==> config.mk <==
export PLATFORM = sky130hd
export DESIGN_NAME = msi_snoop_arbiter_flat
export DESIGN_NICKNAME = d
export VERILOG_FILES = /design/src/rtl/msi_snoop_arbiter_if.sv /design/src/rtl/msi_snoop_arbiter.sv /design/src/flat_wrapper.sv
export SDC_FILE = /design/constraint.sdc
export NUM_CORES = 1
export LEC_CHECK = 0
export CORE_MARGIN = 10
export CORE_UTILIZATION = 30
export DETAILED_ROUTE_END_ITERATION = 8
export GPL_TIMING_DRIVEN = 0
export PLACE_DENSITY = 0.72
export SLEW_MARGIN = 20
export SYNTH_ARGS = -nofsm -noshare
export SYNTH_HDL_FRONTEND = slang
export SYNTH_SLANG_ARGS = --single-unit
==> constraint.sdc <==
create_clock -name clk -period 1.99 [get_ports clk]
set_input_delay 0.2985 -clock clk [delete_from_list [all_inputs] [get_ports clk]]
set_output_delay 0.2985 -clock clk [all_outputs]
set_load 0.005 [all_outputs]
==> src/rtl/msi_snoop_arbiter_if.sv <==
// rtl/msi_snoop_arbiter_if.sv - request/snoop/grant bundle between the two cache controllers and the arbiter
interface msi_snoop_arbiter_if;
  logic [1:0]  read_miss;
  logic [1:0]  write_miss;
  logic [1:0]  invalidate;
  logic [1:0]  evict_req;
  logic [12:0] bico0;
  logic [12:0] bico1;
  logic [1:0]  cpu_search_found;
  logic [15:0] send_other_proc_data0;
  logic [15:0] send_other_proc_data1;
  logic        u_rdy;
  logic [1:0]  grant;
  logic [1:0]  cpu_search;
  logic [12:0] boci0;
  logic [12:0] boci1;
  logic [15:0] other_proc_data;
  logic [1:0]  cpu_datasel0;
  logic [1:0]  cpu_datasel1;
  logic [1:0]  cpu_dmem_permission;
  logic [1:0]  invalidate_from_other_cpu;

  modport master (
    output read_miss, write_miss, invalidate, evict_req, bico0, bico1,
           cpu_search_found, send_other_proc_data0, send_other_proc_data1, u_rdy,
    input  grant, cpu_search, boci0, boci1, other_proc_data, cpu_datasel0,
           cpu_datasel1, cpu_dmem_permission, invalidate_from_other_cpu
  );

  modport slave (
    input  read_miss, write_miss, invalidate, evict_req, bico0, bico1,
           cpu_search_found, send_other_proc_data0, send_other_proc_data1, u_rdy,
    output grant, cpu_search, boci0, boci1, other_proc_data, cpu_datasel0,
           cpu_datasel1, cpu_dmem_permission, invalidate_from_other_cpu
  );
endinterface

==> src/rtl/msi_snoop_arbiter.sv <==
// rtl/msi_snoop_arbiter.sv - two-core MSI shared-bus arbiter with snoop forwarding and dmem permission
// Optional: ARB_ROUND_ROBIN_EN selects round-robin tie breaking (default fixed priority, core 0 wins).
module msi_snoop_arbiter (
  input  logic                clk,
  input  logic                rst_n,
  msi_snoop_arbiter_if.slave  bus
);

  typedef enum logic [2:0] {IDLE, SNOOP, FWD, MEM, INVAL, DONE} state_t;
  typedef enum logic [1:0] {K_INV, K_WR, K_RD, K_EV} kind_t;

  state_t      state;
  kind_t       kind;
  logic        r;
  logic [1:0]  grant_q;
  logic [1:0]  cpu_search_q;
  logic [12:0] boci0_q;
  logic [12:0] boci1_q;
  logic [15:0] other_proc_data_q;
  logic [1:0]  datasel0_q;
  logic [1:0]  datasel1_q;
  logic [1:0]  perm_q;
  logic [1:0]  inval_q;

  logic [1:0]  pend;
  logic        pick;
  kind_t       pick_kind;
  logic [12:0] pick_addr;
  logic        found_o;
  logic [15:0] data_o;

  function automatic logic [1:0] onehot(input logic c);
    return c ? 2'b10 : 2'b01;
  endfunction

  assign pend = bus.read_miss | bus.write_miss | bus.invalidate | bus.evict_req;

`ifdef ARB_ROUND_ROBIN_EN
  logic last_grant;

  always_comb begin
    pick = (pend == 2'b10);
    if (pend == 2'b11) pick = ~last_grant;
  end

  // Tracks every grant pulse, including the Mealy grant out of MEM.
  always_ff @(posedge clk or negedge rst_n) begin
    if (!rst_n)                last_grant <= 1'b1;
    else if (bus.grant != 2'b00) last_grant <= bus.grant[1];
  end
`else
  always_comb begin
    pick = (pend == 2'b10);
  end
`endif

  always_comb begin
    pick_kind = K_EV;
    if (bus.invalidate[pick])      pick_kind = K_INV;
    else if (bus.write_miss[pick]) pick_kind = K_WR;
    else if (bus.read_miss[pick])  pick_kind = K_RD;
  end

  assign pick_addr = pick ? bus.bico1 : bus.bico0;
  assign found_o   = bus.cpu_search_found[~r];
  assign data_o    = r ? bus.send_other_proc_data0 : bus.send_other_proc_data1;

  always_ff @(posedge clk or negedge rst_n) begin
    if (!rst_n) begin
      state             <= IDLE;
      kind              <= K_RD;
      r                 <= 1'b0;
      grant_q           <= 2'b00;
      cpu_search_q      <= 2'b00;
      boci0_q           <= '0;
      boci1_q           <= '0;
      other_proc_data_q <= '0;
      datasel0_q        <= 2'b00;
      datasel1_q        <= 2'b00;
      perm_q            <= 2'b00;
      inval_q           <= 2'b00;
    end else begin
      // Strobes are single-cycle; only permission and held data persist.
      grant_q      <= 2'b00;
      cpu_search_q <= 2'b00;
      inval_q      <= 2'b00;
      datasel0_q   <= 2'b00;
      datasel1_q   <= 2'b00;
      case (state)
        IDLE: begin
          if (pend != 2'b00) begin
            r    <= pick;
            kind <= pick_kind;
            case (pick_kind)
              K_INV: begin
                state   <= INVAL;
                grant_q <= onehot(pick);
                inval_q <= onehot(~pick);
              end
              K_EV: begin
                state  <= MEM;
                perm_q <= onehot(pick);
              end
              default: begin
                state        <= SNOOP;
                cpu_search_q <= onehot(~pick);
                if (pick) boci0_q <= pick_addr;
                else      boci1_q <= pick_addr;
              end
            endcase
          end
        end
        SNOOP: begin
          if (found_o) begin
            state             <= FWD;
            other_proc_data_q <= data_o;
            grant_q           <= onehot(r);
            if (r) datasel1_q <= 2'b01;
            else   datasel0_q <= 2'b01;
            if (kind == K_WR) inval_q <= onehot(~r);
          end else begin
            state  <= MEM;
            perm_q <= onehot(r);
          end
        end
        FWD:   state <= DONE;
        MEM: begin
          if (bus.u_rdy) begin
            state  <= DONE;
            perm_q <= 2'b00;
          end
        end
        INVAL: state <= DONE;
        DONE:  state <= IDLE;
        default: state <= IDLE;
      endcase
    end
  end

  assign bus.grant = grant_q | (((state == MEM) && bus.u_rdy) ? onehot(r) : 2'b00);
  assign bus.cpu_search                = cpu_search_q;
  assign bus.boci0                     = boci0_q;
  assign bus.boci1                     = boci1_q;
  assign bus.other_proc_data           = other_proc_data_q;
  assign bus.cpu_datasel0              = datasel0_q;
  assign bus.cpu_datasel1              = datasel1_q;
  assign bus.cpu_dmem_permission       = perm_q;
  assign bus.invalidate_from_other_cpu = inval_q;

endmodule
==> src/flat_wrapper.sv <==
// flat-port wrapper written by rule: the top's interface ports become plain ports
module msi_snoop_arbiter_flat 
  (clk, rst_n, bus_read_miss, bus_write_miss, bus_invalidate, bus_evict_req, bus_bico0, bus_bico1, bus_cpu_search_found, bus_send_other_proc_data0, bus_send_other_proc_data1, bus_u_rdy, bus_grant, bus_cpu_search, bus_boci0, bus_boci1, bus_other_proc_data, bus_cpu_datasel0, bus_cpu_datasel1, bus_cpu_dmem_permission, bus_invalidate_from_other_cpu);
  msi_snoop_arbiter_if bus_i ();
  input  logic clk;
  input  logic rst_n;
  input wire logic [$bits(bus_i.read_miss)-1:0] bus_read_miss;
  input wire logic [$bits(bus_i.write_miss)-1:0] bus_write_miss;
  input wire logic [$bits(bus_i.invalidate)-1:0] bus_invalidate;
  input wire logic [$bits(bus_i.evict_req)-1:0] bus_evict_req;
  input wire logic [$bits(bus_i.bico0)-1:0] bus_bico0;
  input wire logic [$bits(bus_i.bico1)-1:0] bus_bico1;
  input wire logic [$bits(bus_i.cpu_search_found)-1:0] bus_cpu_search_found;
  input wire logic [$bits(bus_i.send_other_proc_data0)-1:0] bus_send_other_proc_data0;
  input wire logic [$bits(bus_i.send_other_proc_data1)-1:0] bus_send_other_proc_data1;
  input wire logic [$bits(bus_i.u_rdy)-1:0] bus_u_rdy;
  output wire logic [$bits(bus_i.grant)-1:0] bus_grant;
  output wire logic [$bits(bus_i.cpu_search)-1:0] bus_cpu_search;
  output wire logic [$bits(bus_i.boci0)-1:0] bus_boci0;
  output wire logic [$bits(bus_i.boci1)-1:0] bus_boci1;
  output wire logic [$bits(bus_i.other_proc_data)-1:0] bus_other_proc_data;
  output wire logic [$bits(bus_i.cpu_datasel0)-1:0] bus_cpu_datasel0;
  output wire logic [$bits(bus_i.cpu_datasel1)-1:0] bus_cpu_datasel1;
  output wire logic [$bits(bus_i.cpu_dmem_permission)-1:0] bus_cpu_dmem_permission;
  output wire logic [$bits(bus_i.invalidate_from_other_cpu)-1:0] bus_invalidate_from_other_cpu;
  assign bus_i.read_miss = bus_read_miss;
  assign bus_i.write_miss = bus_write_miss;
  assign bus_i.invalidate = bus_invalidate;
  assign bus_i.evict_req = bus_evict_req;
  assign bus_i.bico0 = bus_bico0;
  assign bus_i.bico1 = bus_bico1;
  assign bus_i.cpu_search_found = bus_cpu_search_found;
  assign bus_i.send_other_proc_data0 = bus_send_other_proc_data0;
  assign bus_i.send_other_proc_data1 = bus_send_other_proc_data1;
  assign bus_i.u_rdy = bus_u_rdy;
  assign bus_grant = bus_i.grant;
  assign bus_cpu_search = bus_i.cpu_search;
  assign bus_boci0 = bus_i.boci0;
  assign bus_boci1 = bus_i.boci1;
  assign bus_other_proc_data = bus_i.other_proc_data;
  assign bus_cpu_datasel0 = bus_i.cpu_datasel0;
  assign bus_cpu_datasel1 = bus_i.cpu_datasel1;
  assign bus_cpu_dmem_permission = bus_i.cpu_dmem_permission;
  assign bus_invalidate_from_other_cpu = bus_i.invalidate_from_other_cpu;
  msi_snoop_arbiter u_core (.clk(clk), .rst_n(rst_n), .bus(bus_i));
endmodule
==> results of run 1 <==
-- stage by stage --
stage	util (%)	setup slack, ps	TNS [ps]
after floorplan	-	51.8	0
after CTS	48.6	17.8	0
after global routing	48.7	-1.43	-1.43
after global placement	45.3	-1190	-80860
after detailed placement	45.2	-620	-13460
final	48.7	40.9	0
-- where the power goes --
group | switching [mW] | internal, mW
registers | 0.260 | 1.69
clock network | 0.454 | 0.730
logic | 1.09 | 1.51
total | 1.80 | 3.93
-- cell type report --
type | count | area (um2) | share of cell area, %
plain buffers | 17 | 154 | 3.43
multi-input cells | 161 | 1210 | 26.9
well taps | 111 | 139 | 3.10
clock buffers | 10 | 138 | 3.07
flip-flops and latches | 58 | 1450 | 32.4
inverters | 10 | 37.5 | 0.838
clock inverters | 5 | 78.8 | 1.76
repair buffers | 125 | 1270 | 28.4
-- critical path, delay by kind of cell, from the launching register on --
family,cells,cell delay (ps)
buf+inv,3,420
flops,1,380
mux,1,300
simple gates,3,740
-- sequential cells by signal (all words and copies together) (netlist names) --
register / flops
u_core.bus.other_proc_data: 16
u_core.bus.cpu_datasel0: 1
u_core.bus.invalidate_from_other_cpu: 2
u_core.grant_q: 2
u_core.bus.cpu_search: 2
u_core.kind: 2
u_core.bus.cpu_datasel1: 1
u_core.bus.cpu_dmem_permission: 2
u_core.r: 1
u_core.bus.boci1: 13
u_core.bus.boci0: 13
u_core.state: 3
-- layer usage --
layer / up-vias / part of all wire, %
met3: 2 / 10
met5: - / 0
met4: 0 / 0.35
met1: 1113 / 41
met2: 85 / 49
li1: 1125 / -
-- what timing repair did --
item                                   4_1_cts  5_1_grt
endpoints found under the hold margin        0        0
gates resized for setup                     19        5
pin swaps                                    1        3
gates cloned                                 0        0
buffers inserted                             4        0
setup endpoints to repair                   39       22
-- cells in the final DEF, fill, tap and decap left out, types with 2 or more instances in the layout --
| master | count |
|---|---|
| a21oi_1 | 26 |
| buf_12 | 4 |
| buf_2 | 3 |
| buf_4 | 5 |
| buf_6 | 3 |
| bufinv_16 | 2 |
| clkbuf_1 | 2 |
| clkbuf_8 | 12 |
| clkdlybuf4s50_1 | 112 |
| clkinv_2 | 2 |
| conb_1 | 2 |
| dfrtp_1 | 57 |
| dlygate4sd2_1 | 6 |
| dlymetal6s2s_1 | 2 |
| inv_1 | 10 |
| mux2_1 | 2 |
| mux2_2 | 16 |
| mux2_4 | 5 |
| mux2i_1 | 29 |
| nand2_1 | 5 |
| nand2b_1 | 4 |
| nand3_1 | 2 |
| nor2_1 | 28 |
| nor2_4 | 2 |
| nor3_1 | 4 |
| nor3_2 | 2 |
| o21ai_0 | 6 |
| o31ai_1 | 3 |
| or3_1 | 2 |
-- kinds of logic after synthesis --
kind of cell | after synthesis | synth area share (%)
DFF | 58 | 51.7
other | 1 | 0.134
AOI/OAI and AO/OA | 47 | 10.2
and+or+nand+nor | 60 | 11.5
muxes | 52 | 20.2
buffers and inverters | 28 | 6.24
-- final timing paths --
check / from / to / cells past startpoint
hold / removal: rst_n / u_core.grant_q[0]$_DFF_PN0_ / 1
setup / recovery: u_core.state[2]$_DFFE_PN0P_ / u_core.bus.boci0[11]$_DFFE_PN0P_ / 7
max in group asynchronous: rst_n / u_core.bus.other_proc_data[9]$_DFFE_PN0P_ / 1
hold reg to reg: u_core.bus.boci1[11]$_DFFE_PN0P_ / u_core.bus.boci1[11]$_DFFE_PN0P_ / 1
min in group clk: bus_write_miss[0] / u_core.kind[1]$_DFFE_PN1P_ / 4
setup reg to reg: u_core.state[2]$_DFFE_PN0P_ / u_core.bus.boci0[11]$_DFFE_PN0P_ / 7
==> flow_summary.ini, run 1 <==
[setup_path]
path_common_cell = buf_6
crit_required_ps = 2200
critPathArrivalTime_ps = 2160
crit_chain = buf_6, or3_4, nor2_4, and4b_1, buf_6, buf_12, mux2_4
crit_path_top_delay_cell = or3_4
cp_slowest_stage_delay_ps = 410
critPathMaxFanout = 10
worstSetupStartpointType = flip-flop
rrSetupSlack_ps = 40
path_class = reg2reg
endpoint_kind = flip-flop

[clock_network]
cts_sinks = 58
clk_latency_ps = 310
cts_buffers = 9
clk_pin_slew_ps = 70
clockRootBuffer = clkbuf_8
clockBufferDepth = 2
h-tree-depth = 3
cts_hold_buf = 0
tritoncts = built

[finish]
final.fill_count = 873
n_antenna_cell = 0
final_nets = 453
drive_gt1_share_pct = 17.9
area_growth_pct = 59.5
final_cells = 497
fin_area_um2 = 4480

[synthesis]
synth.avg_cell_area_um2 = 11.4
synth_commonest_cells = dfrtp_1, mux2i_1, nor2_1
synth_edf_count = 0
async_reset_ff_share_pct = 100
yosysWarnings = 0
synth_top_flop_cell = dfrtp_1
yosysTopAreaCellShare_pct = 50.8
ys_ff_latch = 58
ys_top_cells_by_area = dfrtp_1, mux2i_1, mux2_2, a21oi_1, nor2_1
ys_seq_area_share_pct = 51.7
yosysMostFrequentCell = dfrtp_1
synth_cell_type_count = 48
synth_largest_area_cell = dfrtp_1
synth.cell_area_um2 = 2810
syn_inst = 246

[global_route]
grt_overflow_total = 0
antenna_found_initial = 0
grt_util_met1_pct = 13.2
busiest_layer = met2
gr-usage-met3_pct = 6.37
grt_first_pass_wirelength_um = 12900
groute.usage.overall_pct = 11.9
grt_start_max_net_pins = 59
first_global_vias = 2518
use_met2_pct = 19.8

[sta]
finalClockSkew_ps = 11.8
relSlewSlack_pct = 51.1
min_period_over_period_pct = 97.9
setup_viol_count_final = 0
worst_pin_slew_ps = 734
rsz0062_at_grt = true
whs_ps = 43.1
max_freq_ghz = 0.513
finalMaxSlewViolations = 0
finalHoldViolCount = 0
period_needed_ps = 1950

[power_and_ir_drop]
p_total_mw = 5.73
p_per_area_nw_per_um2 = 1280
peakVddDrop_uv = 629
p_leak_nw = 1.94

[floorplanning]
io_pins = 125
num_rows = 35
die_y_um = 117
coreArea_um2 = 9200
dieArea_um2 = 13600
start_util_pct = 30.5
die_w_um = 117

[placed_design]
postPlaceCellArea_um2 = 4160
port_buffers = 121
dp.cells = 479
dp_hpwl_um = 6410
globalplace.congestion = 0.795

[job]
max_cap_violations = 0

[drt]
vias_per_cell = 4.68
routedWlPerCell_um = 16.7
drt-total-wl_um = 8310
drtPass1Iterations = 4
drc = 0
drt_first_iter_violations = 101
ant_nets = 0
vias = 2325

[status]
status = finished clean

[min_path]
hold_class = in2async
(Power assumes the default switching activity.)
==> inputs of run 2 (changes only) <==
Settings changed: CORE_UTILIZATION 30 to 38, PLACE_DENSITY 0.72 to 0.86.
==> flow_summary.ini, run 2 (synthesis gave the netlist of run 1 again) <==
[setup_path]
crit_chain = buf_6, or3_4, nor2_4, and4b_1, buf_6, buf_12, mux2_4
path_delay_family = simple AND/OR/NAND/NOR gates
critPathMaxFanout = 10
path_common_cell = buf_6
crit_required_ps = 2200
worstPathBufferInverterCount = 3
worstSetupStartpointType = flip-flop
reg2reg_to = u_core.bus.boci0[9]$_DFFE_PN0P_
rr_startpoint = u_core.state[2]$_DFFE_PN0P_
critPathArrivalTime_ps = 2150
endpoint_kind = flip-flop
crit_path_top_delay_cell = or3_4
r2r_cells = 7
rrSetupSlack_ps = 50
cp_slowest_stage_delay_ps = 410
path_class = reg2reg

[power_and_ir_drop]
clkPwrFrac_pct = 21.3
internal-power_mw = 3.92
swShare_pct = 31.9
p_seq_share_pct = 33.5
p_per_area_nw_per_um2 = 1290
p_comb_share_pct = 45.2
p_leak_nw = 1.94
p_switching_mw = 1.83
p_total_mw = 5.76
peakVddDrop_uv = 621

[sta]
worst_pin_slew_ps = 734
finalHoldViolCount = 0
finalClockSkew_ps = 4.69
whs_ps = 35.8
max_freq_ghz = 0.517
min_period_over_period_pct = 97.3
finalMaxSlewViolations = 0
period_needed_ps = 1940
relSlewSlack_pct = 51.1
rsz0062_at_grt = false
setup_viol_count_final = 0

[global_route]
groute.usage.overall_pct = 14.1
grt_overflow_total = 0
antenna_found_initial = 0
grt_first_pass_wirelength_um = 12800
grt_start_max_net_pins = 59
first_global_vias = 2485

[floorplanning]
io_pins = 125
coreArea_um2 = 7210
die_w_um = 106
die_y_um = 106
num_rows = 31
start_util_pct = 38.9
dieArea_um2 = 11200

[finish]
layout_commonest_cell = clkdlybuf4s50_1
fin_area_um2 = 4450
final_nets = 454
n_antenna_cell = 0
final_cell_mix = clkdlybuf4s50_1, dfrtp_1, mux2i_1
final.fill_count = 602
largest_reg_flops = 16
multi_input_area_um2 = 1200
area_growth_pct = 58.5
regArea_um2 = 1450
drive_gt1_share_pct = 18.3
fin_util_pct = 61.7

[drt]
drt_first_iter_violations = 63
routedWlPerCell_um = 16.6
vias_per_cell = 4.85
drc = 0
vias = 2361
drt-total-wl_um = 8100
ant_nets = 0
drtPass1Iterations = 4

[placed_design]
postPlaceCellArea_um2 = 4150
port_buffers = 121
globalplace.congestion = 0.797
dp_hpwl_um = 6320

[job]
max_cap_violations = 0

[clock_network]
clk_pin_slew_ps = 80
clockBufferDepth = 2
tritoncts = built
cts_hold_buf = 0
clockRootBuffer = clkbuf_8
clk_latency_ps = 330
cts_buffers = 9
cts_sinks = 58
h-tree-depth = 3

[min_path]
hold_class = in2async

[status]
status = finished clean
[run 2: cell count changes in the layout (fill, tap and decap cells not counted), sizes merged]
cell and change:
clkbuf -1, inv +1, clkinvlp +1, buf +1
[run 2: final cells by class]
type,count,share of cell area [%]
tap,99,2.78
sequential,58,32.6
inverter,10,0.843
multi-input combinational,161,27.0
timing repair buffer,126,28.2
buffer,17,3.43
clock buffer,9,2.78
clock inverter,7,2.30
[run 2: worst max path at each step]
stage | cells past startpoint | startpoint | slack (ps) | endpoint
floorplan | 8 | u_core.state[2]$_DFFE_PN0P_ | 50 | u_core.bus.boci0[10]$_DFFE_PN0P_
global placement | 1 | rst_n | -1160 | u_core.bus.other_proc_data[9]$_DFFE_PN0P_
detailed placement | 6 | bus_evict_req[0] | -600 | u_core.bus.boci1[10]$_DFFE_PN0P_
CTS | 6 | bus_invalidate[1] | 20 | u_core.bus.boci1[10]$_DFFE_PN0P_
global route | 7 | u_core.state[2]$_DFFE_PN0P_ | 6 | u_core.bus.boci0[9]$_DFFE_PN0P_
finish | 7 | u_core.state[2]$_DFFE_PN0P_ | 50 | u_core.bus.boci0[9]$_DFFE_PN0P_
[run 2: per-stage QoR]
step / cells / setup TNS [ps] / worst slack (ps)
finish: 487 / 0 / 54.1
global route: 487 / 0 / 6.12
CTS: 486 / 0 / 17.6
detailed placement: 467 / -12490 / -601
global placement: 467 / -77260 / -1160
floorplan: 247 / 0 / 51.8
[run 2: routing by layer]
layer	vias up	GRT usage (%)	part of all wire [%]
li1	1139	-	-
met1	1120	15.8	41
met2	96	23.2	48
met3	6	6.58	9.6
met4	0	4.84	0.73
met5	-	0	0
[run 2: what timing repair did]
action / in CTS / in global routing
resized for setup: 18 / 5
cloned: 0 / 0
pin swaps: 1 / 2
setup endpoints to repair: 29 / 24
buffers inserted: 4 / 1
[run 2: power by group through the flow]
stage,Clock (mW),Combinational [mW],Sequential (mW)
4_1_cts,1.26,2.62,1.93
3_5_place_dp,0,2.56,1.95
5_1_grt,1.30,2.84,1.99
3_3_place_gp,0,2.50,1.92
6_report,1.22,2.60,1.93
2_1_floorplan,0,1.15,1.97
[run 2: worst reg2reg max path: stages (launching register included)]
cell and delay, ps:
dfrtp_1 380, buf_6 140, or3_4 410, nor2_4 130
and4b_1 210, buf_6 140, buf_12 120, mux2_4 290
